## config.mk

```make
export PLATFORM = sky130hd
export DESIGN_NAME = armleocpu_branch_ctrl
export DESIGN_NICKNAME = d
export VERILOG_FILES = /design/src/rtl/armleocpu_branch_ctrl_pkg.sv /design/src/rtl/armleocpu_brcond.sv /design/src/rtl/armleocpu_branch_ctrl.sv
export SDC_FILE = /design/constraint.sdc
export NUM_CORES = 1
export LEC_CHECK = 0
export ABC_AREA = 0
export CAP_MARGIN = 20
export CORE_MARGIN = 3
export CORE_UTILIZATION = 38
export CTS_CLUSTER_SIZE = 25
export DETAILED_ROUTE_END_ITERATION = 7
export PLACE_DENSITY = 0.59
export SETUP_SLACK_MARGIN = 0.1
export SYNTH_ARGS = -nofsm -noshare
export SYNTH_HDL_FRONTEND = slang
export SYNTH_SLANG_ARGS = --single-unit
```

## constraint.sdc

```tcl
create_clock -name clk -period 4.15 [get_ports clk]
set_input_delay 0.415 -clock clk [delete_from_list [all_inputs] [get_ports clk]]
set_output_delay 0.415 -clock clk [all_outputs]
set_load 0.02 [all_outputs]
```

## src/rtl/armleocpu_branch_ctrl_pkg.sv

```systemverilog
// Shared encodings for the control-transfer sequencing controller.
package armleocpu_branch_ctrl_pkg;

  // Command type encodings from decode; 2'b11 is reserved and raises illegal instruction.
  localparam logic [1:0] CMD_BRANCH = 2'b00;
  localparam logic [1:0] CMD_JAL    = 2'b01;
  localparam logic [1:0] CMD_JALR   = 2'b10;

  // mcause codes reported on the response path.
  localparam logic [3:0] CAUSE_INSTR_MISALIGNED = 4'd0;
  localparam logic [3:0] CAUSE_ILLEGAL          = 4'd2;

  typedef enum logic [1:0] {
    StIdle,
    StEval,
    StRedirect,
    StResp
  } state_t;

endpackage

```

## src/rtl/armleocpu_brcond.sv

```systemverilog
// Branch condition unit: decodes funct3 and compares the two operands.
module armleocpu_brcond (
  input  logic [2:0]  funct3,
  input  logic [31:0] rs1,
  input  logic [31:0] rs2,
  output logic        taken,
  output logic        incorrect_instruction
);

  // Condition decode; funct3 010/011 are not branch encodings.
  always_comb begin
    taken                 = 1'b0;
    incorrect_instruction = 1'b0;
    unique case (funct3)
      3'b000:  taken = (rs1 == rs2);
      3'b001:  taken = (rs1 != rs2);
      3'b100:  taken = ($signed(rs1) < $signed(rs2));
      3'b101:  taken = ($signed(rs1) >= $signed(rs2));
      3'b110:  taken = (rs1 < rs2);
      3'b111:  taken = (rs1 >= rs2);
      default: incorrect_instruction = 1'b1;
    endcase
  end

endmodule

```

## src/rtl/armleocpu_branch_ctrl.sv

```systemverilog
// Execute-stage sequencer for BRANCH/JAL/JALR: latch, evaluate, redirect fetch, respond.
module armleocpu_branch_ctrl
  import armleocpu_branch_ctrl_pkg::*;
#(
  parameter logic C_EXT = 1'b0
) (
  input  logic        clk,
  input  logic        rst,
  input  logic        flush,
  input  logic        cmd_valid,
  output logic        cmd_ready,
  input  logic [1:0]  cmd_type,
  input  logic [2:0]  cmd_funct3,
  input  logic [31:0] cmd_pc,
  input  logic [31:0] cmd_rs1,
  input  logic [31:0] cmd_rs2,
  input  logic [31:0] cmd_imm,
  output logic        redirect_valid,
  input  logic        redirect_ready,
  output logic [31:0] redirect_pc,
  output logic        resp_valid,
  output logic        resp_taken,
  output logic        resp_rd_write,
  output logic [31:0] resp_rd_wdata,
  output logic        resp_exc,
  output logic [3:0]  resp_cause
);

  state_t      state;
  logic [1:0]  type_q;
  logic [2:0]  funct3_q;
  logic [31:0] pc_q, rs1_q, rs2_q, imm_q;
  logic        taken_q, rd_write_q, exc_q;
  logic [31:0] rd_wdata_q, redirect_pc_q;
  logic [3:0]  cause_q;

  logic        br_taken, br_illegal;
  logic        taken, illegal, misaligned;
  logic [31:0] target, link;

  armleocpu_brcond u_brcond (
    .funct3                (funct3_q),
    .rs1                   (rs1_q),
    .rs2                   (rs2_q),
    .taken                 (br_taken),
    .incorrect_instruction (br_illegal)
  );

  // Evaluation of the latched command; only consumed while in StEval.
  always_comb begin
    taken   = 1'b0;
    illegal = 1'b0;
    unique case (type_q)
      CMD_BRANCH: begin
        taken   = br_taken;
        illegal = br_illegal;
      end
      CMD_JAL, CMD_JALR: taken = 1'b1;
      default: illegal = 1'b1;
    endcase
    target     = (type_q == CMD_JALR) ? ((rs1_q + imm_q) & ~32'h1) : (pc_q + imm_q);
    link       = pc_q + 32'd4;
    misaligned = taken & (C_EXT ? target[0] : |target[1:0]);
  end

  // Control FSM; every return to idle clears latched operands and response fields.
  always_ff @(posedge clk) begin
    if (rst || ((state != StIdle) && (flush || (state == StResp)))) begin
      state         <= StIdle;
      type_q        <= '0;
      funct3_q      <= '0;
      pc_q          <= '0;
      rs1_q         <= '0;
      rs2_q         <= '0;
      imm_q         <= '0;
      taken_q       <= 1'b0;
      rd_write_q    <= 1'b0;
      rd_wdata_q    <= '0;
      exc_q         <= 1'b0;
      cause_q       <= '0;
      redirect_pc_q <= '0;
    end else begin
      unique case (state)
        StIdle: begin
          if (cmd_valid) begin
            type_q   <= cmd_type;
            funct3_q <= cmd_funct3;
            pc_q     <= cmd_pc;
            rs1_q    <= cmd_rs1;
            rs2_q    <= cmd_rs2;
            imm_q    <= cmd_imm;
            state    <= StEval;
          end
        end
        StEval: begin
          state <= StResp;
          // Illegal outranks misaligned; a faulting transfer never redirects or writes rd.
          if (illegal) begin
            exc_q   <= 1'b1;
            cause_q <= CAUSE_ILLEGAL;
          end else if (misaligned) begin
            exc_q   <= 1'b1;
            cause_q <= CAUSE_INSTR_MISALIGNED;
          end else if (taken) begin
            state         <= StRedirect;
            taken_q       <= 1'b1;
            rd_write_q    <= (type_q != CMD_BRANCH);
            rd_wdata_q    <= (type_q != CMD_BRANCH) ? link : '0;
            redirect_pc_q <= target;
          end
        end
        StRedirect: begin
          if (redirect_ready) state <= StResp;
        end
        StResp:  state <= StIdle;
        default: state <= StIdle;
      endcase
    end
  end

  assign cmd_ready      = (state == StIdle);
  assign redirect_valid = (state == StRedirect) & ~flush;
  assign redirect_pc    = redirect_pc_q;
  assign resp_valid     = (state == StResp) & ~flush;
  assign resp_taken     = taken_q;
  assign resp_rd_write  = rd_write_q;
  assign resp_rd_wdata  = rd_wdata_q;
  assign resp_exc       = exc_q;
  assign resp_cause     = cause_q;

endmodule

```

* Word level (Yosys, flattened, before mapping)
Index checks and enable logic that the tools add are counted.
Operators by class: reduce and logical (&&, ||, !) cells 16, mux-type cells 16, $add $sub $neg 3, eq/ne operators 14, bitwise operators 6, magnitude comparators 4
Operators by type and width (count):
- 32-bit adder | 2
- 32-bit >= comparator | 2
- 32-bit less-than comparator | 2
- 32-bit two-way mux | 2
- 32-bit by 3-bit adder with 32-bit output (second input constant) | 1
- 32-bit equality test | 1
- 32-bit inequality test | 1
- 3-bit equality test (second input constant) | 4
- 4-bit two-way mux | 2
- 2-bit case mux with 4 select lines | 1
- 2-bit equality test (second input constant) | 3
- 1-bit two-way mux | 6
- 1-bit case mux with 6 select lines | 1
- 2-bit AND reduction | 3
- 2-bit nonzero test | 3
- 6-bit OR reduction | 1
- 2-bit by 1-bit equality test with 1-bit output (second input constant) | 2
- 2-bit zero test | 2
- 2-bit two-way mux | 2
- 2-bit inequality test (second input constant) | 2
- 1-bit case mux with 2 select lines | 2
- 4-bit AND reduction | 1
- 2-bit OR reduction | 2
- 1-bit bitwise AND | 3
- other kinds (5) | 8
Word-level totals: logic and storage cells 72, register bits 206, output and inout bits 74, bits of input ports 138

* Depth between registers and ports, before layout
Gate-level depths: netlist of the first run.
depth after elaboration 7, depth in mapped cells 14, depth with buffers taken out 13

* Cells and area by module
A second synthesis of the first run with hierarchy kept.
Unflattened totals: cells, all modules 1577, area, all modules 12180.4 µm²
By module, submodules not included:
- armleocpu_branch_ctrl | instances 1, sequential area each 4063.9 µm², area an instance 11218.3 µm², cells an instance 1446
- armleocpu_brcond | instances 1, sequential area each 0.0 µm², area an instance 962.2 µm², cells an instance 131

* Worst setup path before layout of the first run
Ideal clock, no wire load.
path type register -> register, start point register rs1_q[31], end point register redirect_pc_q[30], in the netlist redirect_pc[30], stages on the path, launching flop included 12, period minus slack after synthesis 3.015 ns, buffers on the path 1, slack 1.135 ns, arrival 2.894 ns, library setup time 0.122 ns, cells stage by stage dfxtp_1 > ha_1 > nand4_1 > or4_1 > nand3b_4 > o311ai_2 > o31a_1 > nand3_1 > a211oi_2 > nand3_1 > buf_2 > o311a_1
Between the ends: longest elaborated chain between the ends 6, elaborated cells on any way between the ends 11, those cells by class 4 x order compare; 2 x eq/ne; 2 x mux; 2 x bitwise; 1 x reduce/logical
Ends and longest elaborated chain:
- start, declared | RTL line armleocpu_branch_ctrl.sv:32 | logic [31:0] pc_q, rs1_q, rs2_q, imm_q;
- start signal, assigned | RTL line armleocpu_branch_ctrl.sv:89 | rs1_q <= cmd_rs1;
- 32-bit >= comparator, or another cell as far along | RTL line armleocpu_brcond.sv:20 | 3'b111: taken = (rs1 >= rs2);
- 1-bit case mux with 6 select lines * | RTL line armleocpu_brcond.sv:14 | unique case (funct3)
- 1-bit case mux with 2 select lines * | RTL line armleocpu_branch_ctrl.sv:53 | unique case (type_q)
- 1-bit bitwise AND | RTL line armleocpu_branch_ctrl.sv:63 | misaligned = taken & (C_EXT ? target[0] : |target[1:0]);
- 1-bit inverter (no line)
- 4-bit AND reduction (no line) *
- end signal, assigned | RTL line armleocpu_branch_ctrl.sv:109 | redirect_pc_q <= target;
- end, declared | RTL line armleocpu_branch_ctrl.sv:34 | logic [31:0] rd_wdata_q, redirect_pc_q;
Every way passes the cells marked *; elsewhere a longest branch is shown, timed or not. A chain may end at the register's enable or synchronous reset.

* Final worst setup path of the first run
start point register rs1_q[31], end point register rd_wdata_q[4], in the netlist resp_rd_wdata[4]
Between the ends: longest elaborated chain between the ends 6, elaborated cells on any way between the ends 11, those cells by class 4 x order compare; 2 x eq/ne; 2 x mux; 2 x bitwise; 1 x reduce/logical
Ends and longest elaborated chain:
- 32-bit >= comparator, or another cell as far along | RTL line armleocpu_brcond.sv:20
- 1-bit case mux with 6 select lines * | RTL line armleocpu_brcond.sv:14
- 1-bit case mux with 2 select lines * | RTL line armleocpu_branch_ctrl.sv:53
- 1-bit bitwise AND | RTL line armleocpu_branch_ctrl.sv:63
- 1-bit inverter (no line)
- 4-bit AND reduction (no line) *
- end signal, assigned | RTL line armleocpu_branch_ctrl.sv:108 | rd_wdata_q <= (type_q != CMD_BRANCH) ? link : '0;
- end, declared | RTL line armleocpu_branch_ctrl.sv:34
Marks and branches as above.

==> summary.md, run 1 <==
| Metric | Value |
|---|---|
| Outcome | `finished clean` |
| Crit path required time | `4600 ps` |
| Detailed Place HPWL | `26,800 µm` |
| Max-cap violations | `0` |
| Leak | `5.98 nW` |
| Peak supply drop | `0.000347 V` |
| Setup TNS | `0 ps` |
| Inst Count DP | `2,093` |
| Most frequent cells after synthesis | `382 x nand2_1, 252 x a21oi_1, 203 x dfxtp_1` |
| Min-delay worst type | `input pin to flip-flop` |
| # DRC | `0` |
| Final Instance Count excl. Fillers | `2,137` |
| Most frequent cell after synthesis | `nand2_1` |
| Top Ports | `212` |
| Least-Margin Pin Slew | `951 ps` |
| Clk sinks | `203` |
| Routed WL per cell | `16.5 µm` |
| Multi-input logic area | `0.00720 mm²` |
| Share of the yosys chip area belonging to registers | `34.4%` |
| CP max-delay cell | `or4_1` |
| CP bufs+invs | `1` |
| DP Area | `0.0142 mm²` |
| Vias | `11,200` |
| Die H | `182 µm` |
| GRT Util Overall | `20.3%` |
| CTS root buffer | `clkbuf_16` |
| Post-CTS setup buffers | `0` |
| Rel. slew slack | `36.6%` |
| Area leader, netlist | `dfxtp_1` |
| Final WL | `35,300 µm` |
| Clock Pin Slew Worst Setup and Hold Paths | `60 ps` |
| Design Area, Final | `0.0150 mm²` |
| Worst Setup Start Kind | `flip-flop` |
| YS warnings | `0` |
| Register area | `0.00406 mm²` |
| Worst EP arrival | `4070 ps` |
| CP dominant cell by count | `nand3_1` |
| Largest net degree at the start of global routing | `73` |
| Drt pass-1 iters | `6` |
| Global route total overflow | `0` |
| Initial Utilization | `39.2%` |
| Crit-path cells | `ha_1 -> nand4_1 -> or4_1 -> nand3b_4 -> o311ai_2 -> o31a_1 -> nand3_1 -> a211oi_2 -> and3_2 -> buf_12 -> nand3_1 -> a21oi_1` |
| Final Max Tran Viols | `0` |
| Vias in the first global route | `10,500` |
| Syn Inst Count | `1,560` |
| CTS Buf Count | `24` |
| Number of fill cells in the layout | `3,003` |
| Worst R2R Setup Slack | `530 ps` |
| Critical path class | `flip-flop to flip-flop` |
| Synth-to-layout area growth | `27.2%` |
| Ant. Diodes | `0` |
| Nets@finish | `1,970` |
| Mean Syn Cell Area | `7.57 µm²` |
| Place WS | `550 ps` |
| Number of setup violations in the final report | `0` |
| Finished Core Util | `49.8%` |
| Reg2Reg Depth | `12` |
| Post-synthesis register bit count | `203` |
| Final Hold Vio Count | `0` |
| Routability congestion estimate | `0.927` |
| Synth top area share | `34.4%` |
| Post-route ant nets | `0` |
| Post_cts resized | `0` |
| Fmax | `0.276 GHz` |
| Hold_buf cts | `0` |
| CP top delay family | `simple AND/OR/NAND/NOR gates` |
| Post-Syn Area | `0.0118 mm²` |
| Clk_lat worst skew | `520 ps` |
| Antenna violations before repair | `0` |
| Setup ws final | `530 ps` |
| Ys flop type | `dfxtp_1` |
| CTS tree | `done` |
| Core region area | `0.0301 mm²` |
| RSZ-0062 raised after global routing | `no` |
| Die width | `182 µm` |
| Cell variety after synth | `57` |
| Final Critical Period | `3620 ps` |
| Crit. End Element | `flip-flop` |
| First-pass GRT wire length | `55,200 µm` |
| DR iter-0 viols | `801` |
| P per Cell Area | `523 mW/mm²` |
| CTS Buffer Depth | `3` |
| Final period util | `87.2%` |
| DIE AREA | `0.0332 mm²` |
| Worst clock skew | `8.56 ps` |
| Max incr delay on CP | `580 ps` |
| CP Depth | `12` |
| CP Max Fanout | `40` |
| Hold depth | `3` |
| Post-synth EDFFs | `0` |
| Ys async rst share | `0%` |
| Layout cells sized above 1 | `3.72%` |
| Mean number of vias per cell | `5.24` |
| Port Buffers | `208` |
| Cell row count | `63` |
| Largest cells by area after synthesis | `dfxtp_1 34%, nand2_1 12%, ha_1 11%, a21oi_1 11%, xnor2_1 3.7%` |
| H-Tree Level Count | `1` |
==> through the flow <==
stage                     hold slack (ps)  power [mW]
after floorplan                       436        4.68
after global placement                441        5.63
after detailed placement              444        5.66
after CTS                             433        7.89
after global routing                  444        8.36
final                                 444        7.84
==> worst min-delay path: stages <==
cell and delay [ps]:
clkdlybuf4s50_1 390, nand2_1 50, a21oi_1 50
==> cell families (layout without fill, tap and decap cells) <==
kind of cell    count (synthesis)  after routing  share of synthesized area (%)
buf+inv                       135            320                           4.81
fa+ha+maj                     103            103                           11.0
other cells                     1              3                         0.0318
xor+xnor                       77             77                           5.71
flops                         203            203                           34.4
simple gates                  600            600                           21.9
compound gates                434            434                           21.5
mux                             7              7                          0.594
==> layout by cell type, fill, tap and decap left out, types with 13 or more instances in the layout <==
master and instances:
nand2_1 381, a21oi_1 252, clkdlybuf4s50_1 208, dfxtp_1 203, ha_1 100, nor2_1 63
inv_1 56, nand3_1 52, o21ai_0 51, xnor2_1 50, a21o_1 36, xor2_1 27
clkbuf_16 25, nand4_1 22, nor3_1 20, o211ai_1 17, and3_1 16, o21a_1 15
a211oi_1 13, a31oi_1 13
==> routing by layer <==
metal	wire, µm	share of wire [%]	GRT usage, %
met2	14500	41	30.0
met5	0	0	0
met3	2200	6.2	3.07
met1	18200	51	31.4
met4	413	1.2	3.50
==> final timing paths <==
kind,start,endpoint
setup / recovery,rs1_q[31],resp_rd_wdata[4]
setup reg to reg,rs1_q[31],resp_rd_wdata[4]
hold reg to reg,resp_rd_wdata[20],resp_rd_wdata[20]
hold / removal,cmd_imm[2],imm_q[2]
==> sequential cells by signal (all words and copies together), names as in the netlist <==
| name | count |
|---|---|
| resp_cause | 1 |
| resp_rd_wdata | 32 |
| rs2_q | 32 |
| type_q | 2 |
| redirect_pc | 32 |
| resp_rd_write | 1 |
| state | 2 |
| resp_taken | 1 |
| rs1_q | 32 |
| resp_exc | 1 |
| pc_q | 32 |
| imm_q | 32 |
| funct3_q | 3 |
==> cell type report <==
type                    instances  share of cell area, %
repair buffers                220                   14.7
clock inverters                 8                  0.809
multi-input cells            1224                   48.0
flip-flops and latches        203                   27.1
inverters                      56                   1.40
well taps                     390                   3.25
clock buffers                  36                   4.78
==> power breakdown <==
part | total, mW | switching [mW] | internal, mW | leakage, nW
clock network | 2.21 | 0.832 | 1.38 | 0.410
registers | 2.63 | 0.369 | 2.26 | 1.65
logic | 3.00 | 1.86 | 1.15 | 3.91
Note: power is estimated with default switching activity, not from simulation.
==> run 2: changes to the inputs <==
--- a/config.mk
+++ b/config.mk
@@ -11,6 +11,7 @@
 export CORE_UTILIZATION = 38
 export CTS_CLUSTER_SIZE = 25
 export DETAILED_ROUTE_END_ITERATION = 7
+export GPL_TIMING_DRIVEN = 0
 export PLACE_DENSITY = 0.59
 export SETUP_SLACK_MARGIN = 0.1
 export SYNTH_ARGS = -nofsm -noshare
==> summary.md, run 2 (synthesis gave the netlist of run 1 again) <==
| Metric | Value |
|---|---|
| Die width | `182 µm` |
| # DRC | `0` |
| Antenna violations before repair | `1` |
| First-pass GRT wire length | `60,800 µm` |
| Routed WL per cell | `17.8 µm` |
| Clk sinks | `203` |
| Rel. slew slack | `37.4%` |
| Worst Setup Start Kind | `flip-flop` |
| Worst EP arrival | `4190 ps` |
| Crit-path cells | `ha_1 -> nand4_1 -> or4_1 -> nand3b_4 -> o311ai_2 -> o31a_1 -> nand3_1 -> a211oi_2 -> nand3_4 -> buf_2 -> clkbuf_1 -> nand2_1 -> a21oi_1` |
| Routability congestion estimate | `0.919` |
| Leak | `6.06 nW` |
| Setup TNS | `0 ps` |
| Peak supply drop | `0.000315 V` |
| CTS tree | `done` |
| Switching share of power | `40.1%` |
| Final Max Tran Viols | `0` |
| Cell row count | `63` |
| Largest net degree at the start of global routing | `15` |
| Psw | `3.28 mW` |
| CP bufs+invs | `2` |
| Initial Utilization | `39.2%` |
| Crit path required time | `4540 ps` |
| Final Hold Vio Count | `0` |
| Sequential share of power | `32.3%` |
| Clock share of power | `28.8%` |
| Min-delay worst type | `input pin to flip-flop` |
| Vias in the first global route | `11,200` |
| DIE AREA | `0.0332 mm²` |
| Synth-to-layout area growth | `29.5%` |
| Max incr delay on CP | `600 ps` |
| H-Tree Level Count | `1` |
| CP Max Fanout | `10` |
| Most common cell after layout, fill and taps aside | `nand2_1` |
| Clk_lat worst skew | `530 ps` |
| RSZ-0062 raised after global routing | `no` |
| Final period util | `91.5%` |
| Critical path class | `flip-flop to flip-flop` |
| Post-CTS setup buffers | `0` |
| Nets@finish | `2,037` |
| Total power | `8.17 mW` |
| Clock Pin Slew Worst Setup and Hold Paths | `60 ps` |
| Post-route ant nets | `0` |
| Number of fill cells in the layout | `3,047` |
| Final WL | `39,300 µm` |
| Drt pass-1 iters | `5` |
| Comb power frac | `38.8%` |
| Setup ws final | `351 ps` |
| Place WS | `62.3 ps` |
| Least-Margin Pin Slew | `936 ps` |
| Setup crit end | `resp_rd_wdata[9]` |
| Global route total overflow | `0` |
| Detailed Place HPWL | `31,200 µm` |
| Outcome | `finished clean` |
| DR iter-0 viols | `718` |
| Worst clock skew | `14.5 ps` |
| P_int | `4.89 mW` |
| Reg2Reg Depth | `13` |
| CP Depth | `13` |
| Die H | `182 µm` |
| Core region area | `0.0301 mm²` |
| Vias | `11,600` |
| CTS Buf Count | `24` |
| Number of setup violations in the final report | `0` |
| Final Critical Period | `3800 ps` |
| Top Ports | `212` |
| CP max-delay cell | `or4_1` |
| Crit. End Element | `flip-flop` |
| GRT Util Overall | `23.1%` |
| CTS Buffer Depth | `3` |
| Max-cap violations | `0` |
| P per Cell Area | `534 mW/mm²` |
| Fmax | `0.263 GHz` |
| Critical Path Source | `rs1_q[31]` |
| Commonest cells after routing, fill and taps aside | `382 x nand2_1, 252 x a21oi_1, 208 x clkdlybuf4s50_1, 203 x dfxtp_1, 101 x ha_1` |
| Mean number of vias per cell | `5.25` |
| CTS root buffer | `clkbuf_16` |
| Worst R2R Setup Slack | `350 ps` |
| Layout cells sized above 1 | `3.80%` |
| R2R Path End | `resp_rd_wdata[9]` |
| Hold_buf cts | `0` |
| Port Buffers | `208` |
| CP top delay family | `simple AND/OR/NAND/NOR gates` |
| R2R Path Start | `rs1_q[31]` |
## run 2: tightest hold or removal path, cell delays in order
cell and delay [ps]:
clkdlybuf4s50_1 390, nand2_1 60, a21oi_1 50
## run 2: power groups by stage
stage / Combinational, mW / Sequential [mW] / Clock, mW
finish: 3.17 / 2.64 / 2.36
global route: 3.54 / 2.68 / 2.49
CTS: 3.16 / 2.63 / 2.40
detailed placement: 3.13 / 2.67 / 0
global placement: 3.10 / 2.66 / 0
floorplan: 2.14 / 2.55 / 0
## run 2: stage by stage
step / instances / util (%) / hold slack (ps) / area (µm²)
detailed placement: 2160 / 47.8 / 445 / 14400
CTS: 2204 / 50.7 / 412 / 15300
global placement: 2160 / 47.8 / 441 / 14400
global route: 2205 / 50.8 / 430 / 15300
finish: 2206 / 50.8 / 430 / 15300
floorplan: 1562 / - / 436 / 11800
## run 2: worst min path at each step
stage,depth (start not counted),endpoint,slack (ps),start
2_1_floorplan,2,rs2_q[10],440,rs2_q[10]
3_3_place_gp,2,resp_rd_wdata[9],440,resp_rd_wdata[9]
3_5_place_dp,2,resp_rd_wdata[3],450,resp_rd_wdata[3]
4_1_cts,3,rs2_q[13],410,cmd_rs2[13]
5_1_grt,3,rs2_q[31],430,cmd_rs2[31]
6_report,3,rs2_q[22],430,cmd_rs2[22]
## run 2: what timing repair did
| item | CTS | global route |
|---|---|---|
| gates resized for setup | 1 | 3 |
| pin swaps | 0 | 0 |
| cloned | 0 | 0 |
| setup endpoints to repair | 1 | 4 |
## run 2: cell type report
cell class / instances / area, µm² / area share, %
Antenna cell: 2 / 5.00 / 0.0327
Buffer: 79 / 359 / 2.35
Clock buffer: 27 / 653 / 4.27
Clock inverter: 17 / 235 / 1.54
Inverter: 56 / 210 / 1.38
Multi-Input combinational cell: 1224 / 7190 / 47.0
Sequential cell: 203 / 4060 / 26.6
Tap cell: 390 / 488 / 3.19
Timing Repair Buffer: 208 / 2080 / 13.6
## run 2: layer usage
| metal | track usage (%) | wire length [µm] |
|---|---|---|
| met5 | 0 | 0 |
| met3 | 2.89 | 2720 |
| met2 | 36.5 | 17000 |
| met4 | 5.91 | 991 |
| met1 | 33.3 | 18500 |
